$ cat src/rtl/mux8_rr_arbiter_pkg.sv
// rtl/mux8_rr_arbiter_pkg.sv - shared types and constants for the 8-way round-robin mux arbiter
package mux8_rr_arbiter_pkg;

  localparam int NUM_SRC = 8;
  localparam int SEL_W   = 3;

  typedef enum logic [1:0] {
    IDLE    = 2'd0,
    GRANT   = 2'd1,
    RELEASE = 2'd2
  } state_e;

endpackage

$ cat src/rtl/mux8_rr_arbiter_if.sv
// rtl/mux8_rr_arbiter_if.sv - request/mux handshake bundle between requesters, arbiter and mux
interface mux8_rr_arbiter_if;
  import mux8_rr_arbiter_pkg::*;

  logic [NUM_SRC-1:0] req;
  logic               pause;
  logic               y_in;
  logic [SEL_W-1:0]   sel;
  logic               en_n;
  logic [NUM_SRC-1:0] grant;
  logic               data_q;
  logic [SEL_W-1:0]   src_q;
  logic               data_valid;

  // Requesting logic / mux side
  modport master (
    output req, pause, y_in,
    input  sel, en_n, grant, data_q, src_q, data_valid
  );

  // Arbiter side
  modport slave (
    input  req, pause, y_in,
    output sel, en_n, grant, data_q, src_q, data_valid
  );

endinterface

$ cat src/rtl/rr_pick8.sv
// rtl/rr_pick8.sv - combinational round-robin search: first set req bit after last, wrapping 7->0
module rr_pick8
  import mux8_rr_arbiter_pkg::*;
(
  input  logic [NUM_SRC-1:0] req,
  input  logic [SEL_W-1:0]   last,
  output logic               any,
  output logic [SEL_W-1:0]   idx
);

  logic [SEL_W-1:0] w_pos;
  logic             w_found;

  // Walk from last+1 upward; 3-bit arithmetic wraps 7->0 for free
  always_comb begin
    any     = |req;
    idx     = '0;
    w_pos   = '0;
    w_found = 1'b0;
    for (int k = 0; k < NUM_SRC; k++) begin
      w_pos = last + SEL_W'(1) + SEL_W'(k);
      if (!w_found && req[w_pos]) begin
        idx     = w_pos;
        w_found = 1'b1;
      end
    end
  end

endmodule

$ cat src/rtl/mux8_rr_arbiter.sv
// rtl/mux8_rr_arbiter.sv - round-robin time-sharing of one 8:1 mux with a disabled gap between grants
module mux8_rr_arbiter
  import mux8_rr_arbiter_pkg::*;
#(
  parameter int SLOT_CYCLES = 4,
  parameter int CNT_W       = 8
)
(
  input  logic               clk,
  input  logic               rst,
  mux8_rr_arbiter_if.slave   bus
);

  localparam logic [1:0] S_IDLE    = IDLE;
  localparam logic [1:0] S_GRANT   = GRANT;
  localparam logic [1:0] S_RELEASE = RELEASE;

  localparam logic [CNT_W-1:0]   SLOT_LOAD = CNT_W'(SLOT_CYCLES - 1);
  localparam logic [NUM_SRC-1:0] ONE_HOT0  = {{(NUM_SRC-1){1'b0}}, 1'b1};

  logic [1:0]         r_state;
  logic [SEL_W-1:0]   r_sel;
  logic               r_en_n;
  logic [NUM_SRC-1:0] r_grant;
  logic               r_data_q;
  logic [SEL_W-1:0]   r_src_q;
  logic               r_data_valid;
  logic [SEL_W-1:0]   r_last;
  logic [CNT_W-1:0]   r_cnt;

  logic               w_any;
  logic [SEL_W-1:0]   w_idx;
  logic               w_can_arb;
  logic               w_end_grant;

  rr_pick8 u_pick (
    .req  (bus.req),
    .last (r_last),
    .any  (w_any),
    .idx  (w_idx)
  );

  // A new grant may start from IDLE or RELEASE; a grant ends on request drop or slot expiry
  always_comb begin
    w_can_arb   = !bus.pause && w_any;
    w_end_grant = !bus.req[r_sel] || (r_cnt == '0);
  end

  // Arbiter FSM; every output is a flop so the mux sees glitch-free select/enable
  always_ff @(posedge clk or posedge rst) begin
    if (rst) begin
      r_state      <= S_IDLE;
      r_sel        <= '0;
      r_en_n       <= 1'b1;
      r_grant      <= '0;
      r_data_q     <= 1'b0;
      r_src_q      <= '0;
      r_data_valid <= 1'b0;
      r_last       <= SEL_W'(NUM_SRC - 1);
      r_cnt        <= '0;
    end else begin
      r_data_valid <= 1'b0;
      case (r_state)
        S_IDLE, S_RELEASE: begin
          if (w_can_arb) begin
            r_state <= S_GRANT;
            r_sel   <= w_idx;
            r_en_n  <= 1'b0;
            r_grant <= ONE_HOT0 << w_idx;
            r_cnt   <= SLOT_LOAD;
          end else begin
            r_state <= S_IDLE;
            r_en_n  <= 1'b1;
            r_grant <= '0;
          end
        end
        S_GRANT: begin
          if (w_end_grant) begin
            // y_in is still driven by the mux on this edge since en_n was 0 up to now
            r_state      <= S_RELEASE;
            r_en_n       <= 1'b1;
            r_grant      <= '0;
            r_last       <= r_sel;
            r_data_q     <= bus.y_in;
            r_src_q      <= r_sel;
            r_data_valid <= 1'b1;
          end else begin
            r_cnt <= r_cnt - CNT_W'(1);
          end
        end
        default: begin
          r_state <= S_IDLE;
          r_en_n  <= 1'b1;
          r_grant <= '0;
        end
      endcase
    end
  end

  // Drive the bundle from the registered state
  always_comb begin
    bus.sel        = r_sel;
    bus.en_n       = r_en_n;
    bus.grant      = r_grant;
    bus.data_q     = r_data_q;
    bus.src_q      = r_src_q;
    bus.data_valid = r_data_valid;
  end

endmodule
$ cat src/flat_wrapper.sv
// flat-port wrapper written by rule: the top's interface ports become plain ports
module mux8_rr_arbiter_flat import mux8_rr_arbiter_pkg::*;
#(
  parameter int SLOT_CYCLES = 4,
  parameter int CNT_W       = 8
)
  (clk, rst, bus_req, bus_pause, bus_y_in, bus_sel, bus_en_n, bus_grant, bus_data_q, bus_src_q, bus_data_valid);
  mux8_rr_arbiter_if bus_i ();
  input  logic clk;
  input  logic rst;
  input wire logic [$bits(bus_i.req)-1:0] bus_req;
  input wire logic [$bits(bus_i.pause)-1:0] bus_pause;
  input wire logic [$bits(bus_i.y_in)-1:0] bus_y_in;
  output wire logic [$bits(bus_i.sel)-1:0] bus_sel;
  output wire logic [$bits(bus_i.en_n)-1:0] bus_en_n;
  output wire logic [$bits(bus_i.grant)-1:0] bus_grant;
  output wire logic [$bits(bus_i.data_q)-1:0] bus_data_q;
  output wire logic [$bits(bus_i.src_q)-1:0] bus_src_q;
  output wire logic [$bits(bus_i.data_valid)-1:0] bus_data_valid;
  assign bus_i.req = bus_req;
  assign bus_i.pause = bus_pause;
  assign bus_i.y_in = bus_y_in;
  assign bus_sel = bus_i.sel;
  assign bus_en_n = bus_i.en_n;
  assign bus_grant = bus_i.grant;
  assign bus_data_q = bus_i.data_q;
  assign bus_src_q = bus_i.src_q;
  assign bus_data_valid = bus_i.data_valid;
  mux8_rr_arbiter #(.SLOT_CYCLES(SLOT_CYCLES), .CNT_W(CNT_W)) u_core (.clk(clk), .rst(rst), .bus(bus_i));
endmodule
$ cat config.mk
export PLATFORM = sky130hd
export DESIGN_NAME = mux8_rr_arbiter_flat
export DESIGN_NICKNAME = d
export VERILOG_FILES = /design/src/rtl/mux8_rr_arbiter_pkg.sv /design/src/rtl/mux8_rr_arbiter_if.sv /design/src/rtl/rr_pick8.sv /design/src/rtl/mux8_rr_arbiter.sv /design/src/flat_wrapper.sv
export SDC_FILE = /design/constraint.sdc
export NUM_CORES = 1
export LEC_CHECK = 0
export CORE_MARGIN = 1
export CORE_UTILIZATION = 55
export DETAILED_ROUTE_END_ITERATION = 12
export PLACE_DENSITY = 0.88
export RECOVER_POWER = 25
export SYNTH_ARGS = -nofsm -noshare
export SYNTH_HDL_FRONTEND = slang
export SYNTH_HIERARCHICAL = 1
export SYNTH_SLANG_ARGS = --single-unit
$ cat constraint.sdc
create_clock -name clk -period 4.66 [get_ports clk]
set_clock_uncertainty 0.1 [all_clocks]
set_input_delay 1.165 -clock clk [delete_from_list [all_inputs] [get_ports clk]]
set_output_delay 1.165 -clock clk [all_outputs]
set_load 0.05 [all_outputs]
==> impl_metrics.csv, run 1 <==
group,metric,value,unit
placement,placedInstanceArea,0.002560,mm²
worst_setup_path,critical_path_arrival,4.14,ns
clock_network,cts.sinks,30,
cells_and_area,area_growth,19.04,%
route,routed_wl,5.145,mm
clock_network,clockRootBuffer,"clkbuf_8",
worst_setup_path,worst_setup_path_end_kind,"register",
clock_network,cts_tree,"yes",
logic_synthesis,synth_cell_types,59,
global_route,grt_overflow,0,
timing,rsz0062_at_grt,"no",
logic_synthesis,synth_flop_cell,"dfrtp_1",
timing,drv_slew,0,
clock_network,clkSlewWorstSetupHoldPaths,0.06,ns
worst_setup_path,crit_path_max_fanout,6,
clock_network,worstSkewPairLatency,0.28,ns
logic_synthesis,synthTopCellsByArea,"dfrtp_1 29%, mux2i_1 9.0%, mux2_2 6.1%",
route,drt_iter0_drc,128,
global_route,grt_max_degree,31,
floorplan,fp.dieH,65.64,µm
route,drc,0,
logic_synthesis,synth_top_cell_by_area,"dfrtp_1",
worst_setup_path,cp_data_required_time,4.73,ns
timing,fin_crit,4.071,ns
outcome,status,"finished clean",
timing,whs,0.3771,ns
timing,slew-limit-headroom,0.2657,
route,dr.pass1.iters,5,
worst_setup_path,path_class,"input port to register",
logic_synthesis,syn_inst,222,
floorplan,die-area,0.004308,mm²
floorplan,rows,22,
flow_run,maxCapViolations,0,
timing,timing.fmax,245.6,MHz
logic_synthesis,ys_ff_latch,30,
floorplan,core_region_area,0.003771,mm²
global_route,grt_pass1_vias,1850,
placement,globalplace.congestion,0.9233,
floorplan,die_w,65.64,µm
logic_synthesis,netlist_area,0.002227,mm²
route,vias,1922,
cells_and_area,fin_nets,272,
cells_and_area,n_antenna_cell,0,
logic_synthesis,synth_top_area_share,0.2921,
global_route,grt_antenna_before_repair,0,
logic_synthesis,ys_seq_area_frac,0.3393,
clock_network,postCtsHoldBufs,0,
logic_synthesis,ys_warn_count,6,
cells_and_area,drive_above_1_share,0.1829,
logic_synthesis,async_reset_ff_frac,1.000,
timing,setup_viol,0,
clock_network,clockBufferDepth,2,
clock_network,cts_buffers,5,
floorplan,start_util,0.5906,
worst_setup_path,start_kind,"input port",
global_route,track_usage,0.2687,
hold_path,hp-class,"register to register",
cells_and_area,design_area,0.002651,mm²
timing,hold_violations,0,
timing,worst_pin_slew,1.100,ns
logic_synthesis,synth-edff-count,0,
global_route,grt_pass1_wl,8.618,mm
clock_network,cts_setup_buffers,0,
timing,setup_tns,0,ns
clock_network,cts_resized,0,
logic_synthesis,syn_nets,238,
placement,dp_slack,0.3230,ns
logic_synthesis,synth_area_per_cell,10.03,µm²
placement,io_buffers,28,
route,ant_nets,0,
timing,post-route-period-util,0.8736,
placement,dp_hpwl,3.736,mm
clock_network,htreeDepth,2,
route,viasPerCell,6.302,
route,wl_per_cell,16.87,µm
timing,setup_ws,0.5889,ns
floorplan,num_io_pins,29,
## per-layer routing
metal / GRT usage / wire length [µm] / vias up
li1: - / - / 900
met1: 0.3613 / 2220 / 921
met2: 0.4107 / 2405 / 89
met3: 0.06250 / 424 / 12
met4: 0.1168 / 95 / 0
met5: 0 / 0 / -
## metrics by stage
step           utilization  instances
4_1_cts             0.7031        305
6_report            0.7031        305
3_3_place_gp        0.6788        297
2_1_floorplan            -        222
3_5_place_dp        0.6788        297
5_1_grt             0.7031        305
## critical path: stages
cell and delay, ns:
clkdlybuf4s50_1 0.53, mux2i_1 0.45, mux2_2 0.25, a21oi_1 0.14, nand2b_1 0.23, o32a_1 0.19, or4_1 0.47, a32o_1 0.28
nor2b_1 0.17, a32o_1 0.27
## worst paths after layout
path / endpoint / cells past startpoint / slack [ns] / from
worst min register to register: u_core/bus.en_n / 2 / 0.38 / u_core/bus.en_n
min in group asynchronous: u_core/bus.src_q[1] / 2 / 1.51 / rst
max in group asynchronous: u_core/bus.sel[0] / 2 / 2.29 / rst
worst max register to register: u_core/bus.grant[5] / 12 / 0.75 / u_core/r_last[0]
worst max-delay path: u_core/bus.grant[5] / 10 / 0.59 / bus_req[4]
worst min-delay path: u_core/bus.en_n / 2 / 0.38 / u_core/bus.en_n
## kinds of logic (layout without fill, tap and decap cells)
logic type | count (synthesis) | after routing | share of synthesized area
DFF | 30 | 30 | 0.3393
adders and majority gates | 4 | 4 | 0.02247
xor gates and xnor gates | 5 | 5 | 0.03315
muxes | 38 | 38 | 0.2079
AOI/OAI and AO/OA | 44 | 44 | 0.1539
buffers and inverters | 19 | 54 | 0.04719
and+or+nand+nor | 82 | 82 | 0.1961
## flip-flops by register name (all words and copies together), names as in the netlist
name                   count
u_core/bus.data_q          1
u_core/bus.data_valid      1
u_core/bus.en_n            1
u_core/bus.grant           8
u_core/bus.sel             3
u_core/bus.src_q           3
u_core/r_cnt               8
u_core/r_last              3
u_core/r_state             2
## synthesized netlist by cell type, types with 5 or more instances
| master | count |
|---|---|
| a22o_1 | 5 |
| a21oi_1 | 6 |
| inv_1 | 9 |
| mux4_2 | 5 |
| a32o_1 | 7 |
| nand4_1 | 7 |
| mux2i_1 | 20 |
| nand3_1 | 7 |
| nor3_1 | 5 |
| mux2_2 | 12 |
| nand2_1 | 24 |
| o21ai_0 | 5 |
| dfrtp_1 | 26 |
| nor2_1 | 13 |
## cell usage in the layout, fill, tap and decap left out, drive strengths merged, types with 3 or more instances in the layout
| master | Yosys | routed |
|---|---|---|
| clkdlybuf4s50 | 0 | 27 |
| dfrtp | 26 | 26 |
| nand2 | 24 | 24 |
| mux2i | 20 | 20 |
| nor2 | 14 | 14 |
| mux2 | 13 | 13 |
| inv | 9 | 9 |
| buf | 7 | 8 |
| a32o | 7 | 7 |
| nand4 | 7 | 7 |
| nand3 | 7 | 7 |
| clkbuf | 2 | 7 |
| a21oi | 7 | 7 |
| nor3 | 6 | 6 |
| a22o | 5 | 5 |
| o21ai | 5 | 5 |
| mux4 | 5 | 5 |
| o22ai | 4 | 4 |
| ha | 4 | 4 |
| dfstp | 4 | 4 |
| nand2b | 3 | 3 |
| nor2b | 3 | 3 |
| nor4 | 3 | 3 |
| nor3b | 3 | 3 |
| xnor2 | 3 | 3 |
## area by class of cell
| type | count | area [µm²] |
|---|---|---|
| Tap cell | 48 | 60.06 |
| Timing Repair Buffer | 36 | 340.3 |
| Sequential cell | 30 | 755.7 |
| Clock inverter | 1 | 5.005 |
| Multi-Input combinational cell | 173 | 1366 |
| Fill cell | 267 | 1120 |
| Inverter | 10 | 37.54 |
| Clock buffer | 7 | 86.33 |
Power of run 1 is not shown: default switching activity piles up to over one toggle a cycle in this logic, so the estimate is an artifact.
==> inputs of run 2 (changes only) <==
CORE_UTILIZATION = 24   (was 55)
CTS_BUF_LIST = sky130_fd_sc_hd__clkbuf_8   (was unset)
PLACE_DENSITY = 0.49   (was 0.88)
==> run 2 against run 1 <==
Effect of this change:
- worst setup slack improved by 0.052 ns
- cell count rose by 20%
- register-to-register slack got worse by 0.11 ns
- maximum frequency grew 1.3%
- flip-flop and latch count unchanged
- wire length grew 11%
- critical endpoint unchanged
==> impl_metrics.csv, run 2 (synthesis results as in run 1) <==
group,metric,value,unit
clock_network,clockRootBuffer,"clkbuf_8",
floorplan,num_io_pins,29,
worst_setup_path,reg2reg_from,"u_core/r_last[0]",
floorplan,start_util,0.2517,
placement,dp_hpwl,4.202,mm
hold_path,hp-class,"register to register",
clock_network,cts_setup_buffers,0,
worst_setup_path,crit_chain,"clkdlybuf4s50_1 -> mux4_2 -> mux2_4 -> nor2_4 -> nor2_1 -> o32a_1 -> or4_1 -> a32o_1 -> nor2b_1 -> a32o_1",
worst_setup_path,rr_worst_depth,11,
placement,io_buffers,28,
cells_and_area,layout_common_cells,"27 x clkdlybuf4s50_1, 26 x dfrtp_1, 24 x nand2_1",
floorplan,fp.dieH,98.33,µm
route,vias,1859,
timing,post-route-period-util,0.8624,
flow_run,maxCapViolations,0,
worst_setup_path,cp_data_required_time,4.74,ns
global_route,grt_pass1_wl,9.729,mm
worst_setup_path,r2r-end,"u_core/bus.grant[5]",
hold_path,hold_start,"u_core/bus.en_n",
clock_network,cts_buffers,5,
timing,hold_violations,0,
clock_network,postCtsHoldBufs,0,
route,ant_nets,0,
cells_and_area,fill_cells,938,
timing,slew-limit-headroom,0.4617,
worst_setup_path,timing.critical_path.mode_cell,"a32o_1",
timing,timing.fmax,248.8,MHz
route,wl_per_cell,15.61,µm
global_route,grt_overflow,0,
worst_setup_path,critPathSlowestCell,"mux4_2",
worst_setup_path,path_class,"input port to register",
timing,fin_crit,4.019,ns
route,drc,0,
worst_setup_path,worst_path_largest_cell_delay,0.54,ns
floorplan,die-area,0.009669,mm²
worst_setup_path,path_delay_family,"multiplexers",
cells_and_area,final_common_cell,"clkdlybuf4s50_1",
outcome,status,"finished clean",
cells_and_area,area_growth,23.54,%
floorplan,die_w,98.33,µm
route,routed_wl,5.714,mm
timing,rsz0062_at_grt,"no",
global_route,grt_pass1_vias,1859,
cells_and_area,drive_above_1_share,0.1899,
worst_setup_path,crit_buf_inv,1,
timing,setup_tns,0,ns
route,viasPerCell,5.079,
placement,globalplace.congestion,0.7978,
floorplan,rows,34,
cells_and_area,fin_nets,273,
hold_path,holdPathStages,2,
timing,setup_viol,0,
worst_setup_path,crit_path_max_fanout,6,
floorplan,core_region_area,0.008848,mm²
cells_and_area,n_antenna_cell,0,
clock_network,htreeDepth,2,
timing,worst_pin_slew,0.8066,ns
global_route,grt_max_degree,21,
clock_network,cts_resized,0,
clock_network,cts_tree,"yes",
timing,drv_slew,0,
route,dr.pass1.iters,6,
worst_setup_path,critical_path_arrival,4.10,ns
hold_path,hold_end,"u_core/bus.en_n",
worst_setup_path,start_kind,"input port",
clock_network,clockBufferDepth,2,
route,drt_iter0_drc,115,
worst_setup_path,reg2reg_slack,0.64,ns
worst_setup_path,worst_setup_path_end_kind,"register",
global_route,track_usage,0.1260,
clock_network,clkSlewWorstSetupHoldPaths,0.07,ns
clock_network,cts.sinks,30,
clock_network,worstSkewPairLatency,0.28,ns
global_route,grt_antenna_before_repair,0,
worst_setup_path,critPathLaunch,"bus_req[2]",
-- run 2: changes by cell type in the layout (fill, tap and decap cells not counted), sizes merged --
cell and change:
buf +1, clkbuf -2, bufinv +1, clkinv +1
-- run 2: worst max path at each step --
stage,cells past startpoint,slack [ns],end
after floorplan,13,0.84,u_core/bus.grant[6]
after CTS,11,0.62,u_core/bus.grant[5]
after detailed placement,10,0.35,u_core/bus.grant[5]
final,10,0.64,u_core/bus.grant[5]
after global routing,11,0.40,u_core/bus.grant[3]
after global placement,10,0.38,u_core/bus.grant[5]
-- run 2: area by class of cell --
cell class | instances | area, µm² | share of cell area
Clock inverter | 3 | 40.04 | 0.01455
Timing Repair Buffer | 37 | 347.8 | 0.1264
Inverter | 10 | 37.54 | 0.01364
Sequential cell | 30 | 755.7 | 0.2747
Multi-Input combinational cell | 173 | 1366 | 0.4966
Tap cell | 108 | 135.1 | 0.04911
Clock buffer | 5 | 68.82 | 0.02501
-- run 2: worst register-to-register path, cell delays in order (launching register included) --
cell	delay, ns
dfstp_2	0.53
clkinv_1	0.07
ha_1	0.66
xor3_1	0.64
mux2_4	0.37
nor2_4	0.14
nor2_1	0.06
o32a_1	0.14
or4_1	0.47
a32o_1	0.29
nor2b_1	0.17
a32o_1	0.26
-- run 2: per-layer routing --
layer	global-route usage	part of all wire	wire length, µm	vias to the layer above
met5	0	0	0	-
met3	0.02291	0.042	238	6
met2	0.1961	0.47	2679	39
met4	0.04133	0.0088	50	0
met1	0.1763	0.48	2746	909
li1	-	-	-	905
-- run 2: stage by stage --
step	hold WS, ns	instances	cell area, µm²	util	setup WS [ns]
2_1_floorplan	0.3692	222	2227	-	0.8408
3_3_place_gp	0.3508	358	2643	0.2986	0.3773
3_5_place_dp	0.3511	358	2643	0.2986	0.3544
4_1_cts	0.3660	366	2751	0.3109	0.6171
5_1_grt	0.3881	366	2751	0.3109	0.3983
6_report	0.3656	366	2751	0.3109	0.6414
Power of run 2 is left out for the same reason.
==> inputs of run 3 (changes only) <==
CORE_MARGIN = unset   (was 1)
==> results of run 3 <==
Same layout as run 2: the final DEF is identical, and so are final timing and power.
Power of run 3 is left out for the same reason.
==> RTL change, RTL diff (flow settings as in run 1) <==
Change the package constant `SEL_W` from 3 to 2.
--- a/src/rtl/mux8_rr_arbiter_pkg.sv
+++ b/src/rtl/mux8_rr_arbiter_pkg.sv
@@ -4,3 +4,3 @@
   localparam int NUM_SRC = 8;
-  localparam int SEL_W   = 3;
+  localparam int SEL_W   = 2;
 
Ports: changed (resized bus_sel and bus_src_q); port bits go from 29 to 27. The function was not compared with the original's and may differ.
==> RTL change against run 1 <==
- final area decreased by 45%
- setup slack improved by 0.89 ns
- register-to-register slack improved by 1.6 ns
- via count shrank 49%
- synthesized area decreased by 45%
- sequential cell count shrank 7
- cell count fell by 45%
- wire length fell by 53%
- die area shrank 44%
- highest routed layer unchanged
- maximum frequency increased by 28%
==> RTL change: results (changes against run 1) <==
[metrics] count of input and output buffers: 22 (-21%)
[metrics] Worst R2R Path Depth: 7 (-5)
[metrics] vias in the first global route: 952 (-49%)
[metrics] Critical Path Max Stage Delay: 0.60 ns (+0.07 ns)
[metrics] slew of the pin with the lowest slew margin: 0.824 ns (-0.277 ns)
[metrics] most instantiated cells after synthesis: dfrtp_1 (20), inv_1 (8), a21oi_1 (7), a31oi_1 (7)
[metrics] status: completed
[metrics] overall track demand over capacity in global routing: 0.228 (-0.0405)
[metrics] global-route wire length before repair: 4.14 mm (-52%)
[metrics] per-cell via count in the routed design: 5.92 (-6.1%)
[metrics] half-perimeter wire length after placement: 1.79 mm (-52%)
[metrics] CTS H-tree depth: 1 (-1)
[metrics] Clock transition at path regs: 0.12 ns (+0.06 ns)
[metrics] met3 demand-to-capacity share in global routing: 0.0654 (+0.00292)
[metrics] global-route met1 utilization: 0.278 (-0.0832)
[metrics] clock latency on the worst-skew pair: 0.32 ns (+0.04 ns)
[metrics] Critical Path AT: 3.29 ns (-0.85 ns)
[metrics] critical-path maximum fanout: 8 (+2)
[metrics] Total Wirelength: 2.42 mm (-53%)
[metrics] number of vias in the routed layout: 988 (-49%)
[metrics] synth top area cells: dfrtp_1 (41%), dfstp_2 (6.4%), mux2_1 (4.6%), a31oi_1 (3.6%), mux2i_1 (3.3%)
[metrics] final weighted congestion in routability-driven placement: 0.887 (-3.9%)
[metrics] met2 global-route usage: 0.379 (-0.0317)
[metrics] clock buffers created by TritonCTS: 3 (-2)
[metrics] fin nets: 155 (-43%)
[metrics] critical path endpoint: u_core/r_cnt[6]
[metrics] pin count of the biggest net entering global routing: 24 (-23%)
[metrics] distinct cell type count of the synthesized netlist: 37 (-37%)
[metrics] origin of the critical flop-to-flop path: u_core/r_last[1]
[metrics] average cell area after synthesis: 10.2 um2 (+2.0%)
[metrics] sequential share of the synthesized area: 0.472 (+0.133)
[metrics] worst setup slack for register-to-register paths: 2.31 ns (+1.56 ns)
[metrics] layout cell share with drive strength beyond 1: 0.0786 (-0.104)
[RTL change: cell types whose count changed after synthesis, moves of 4 or more]
cell / change
a22o_1: -4
a31oi_1: +6
a32o_1: -4
dfrtp_1: -6
mux2_1: +5
mux2_2: -11
mux2i_1: -16
mux4_2: -4
nand2_1: -18
nand3_1: -6
nand4_1: -7
nor2_1: -7
o22ai_1: -4
[RTL change: cell type report]
| type | count | share of cell area |
|---|---|---|
| Clock buffer | 4 | 0.0179 |
| Inverter | 8 | 0.0205 |
| Multi-Input combinational cell | 82 | 0.387 |
| Sequential cell | 23 | 0.396 |
| Tap cell | 27 | 0.0231 |
| Timing Repair Buffer | 23 | 0.156 |
[RTL change: through the flow]
step / instance area, um2 / hold slack [ns] / utilization / setup WS (ns) / power (mW)
detailed placement: 1440 / 0.362 / 0.711 / 1.17 / 0.848
global route: 1460 / 0.398 / 0.724 / 1.34 / 0.994
global placement: 1440 / 0.354 / 0.711 / 1.25 / 0.826
floorplan: 1240 / 0.344 / - / 1.96 / 0.718
CTS: 1460 / 0.385 / 0.724 / 1.52 / 0.939
finish: 1460 / 0.379 / 0.724 / 1.48 / 0.938
[RTL change: per-layer routing]
layer  share of wire  up-vias
li1                -      466
met1            0.46      474
met2            0.44       42
met3           0.079        6
met4           0.019        0
met5               0        -
[RTL change: cell families after synthesis]
| kind of cell | Yosys count | synth area share |
|---|---|---|
| buffers and inverters | 18 | 0.0754 |
| AOI/OAI and AO/OA | 32 | 0.177 |
| DFF | 23 | 0.472 |
| and+or+nand+nor | 33 | 0.146 |
| other | 1 | 0.00306 |
| adders and majority gates | 2 | 0.0204 |
| muxes | 11 | 0.106 |
[RTL change: critical path: cells and delay by family]
kind,cells,cell delay [ns]
buf+inv,2,0.86
simple gates,1,0.60
compound gates,3,0.40
mux,2,0.28
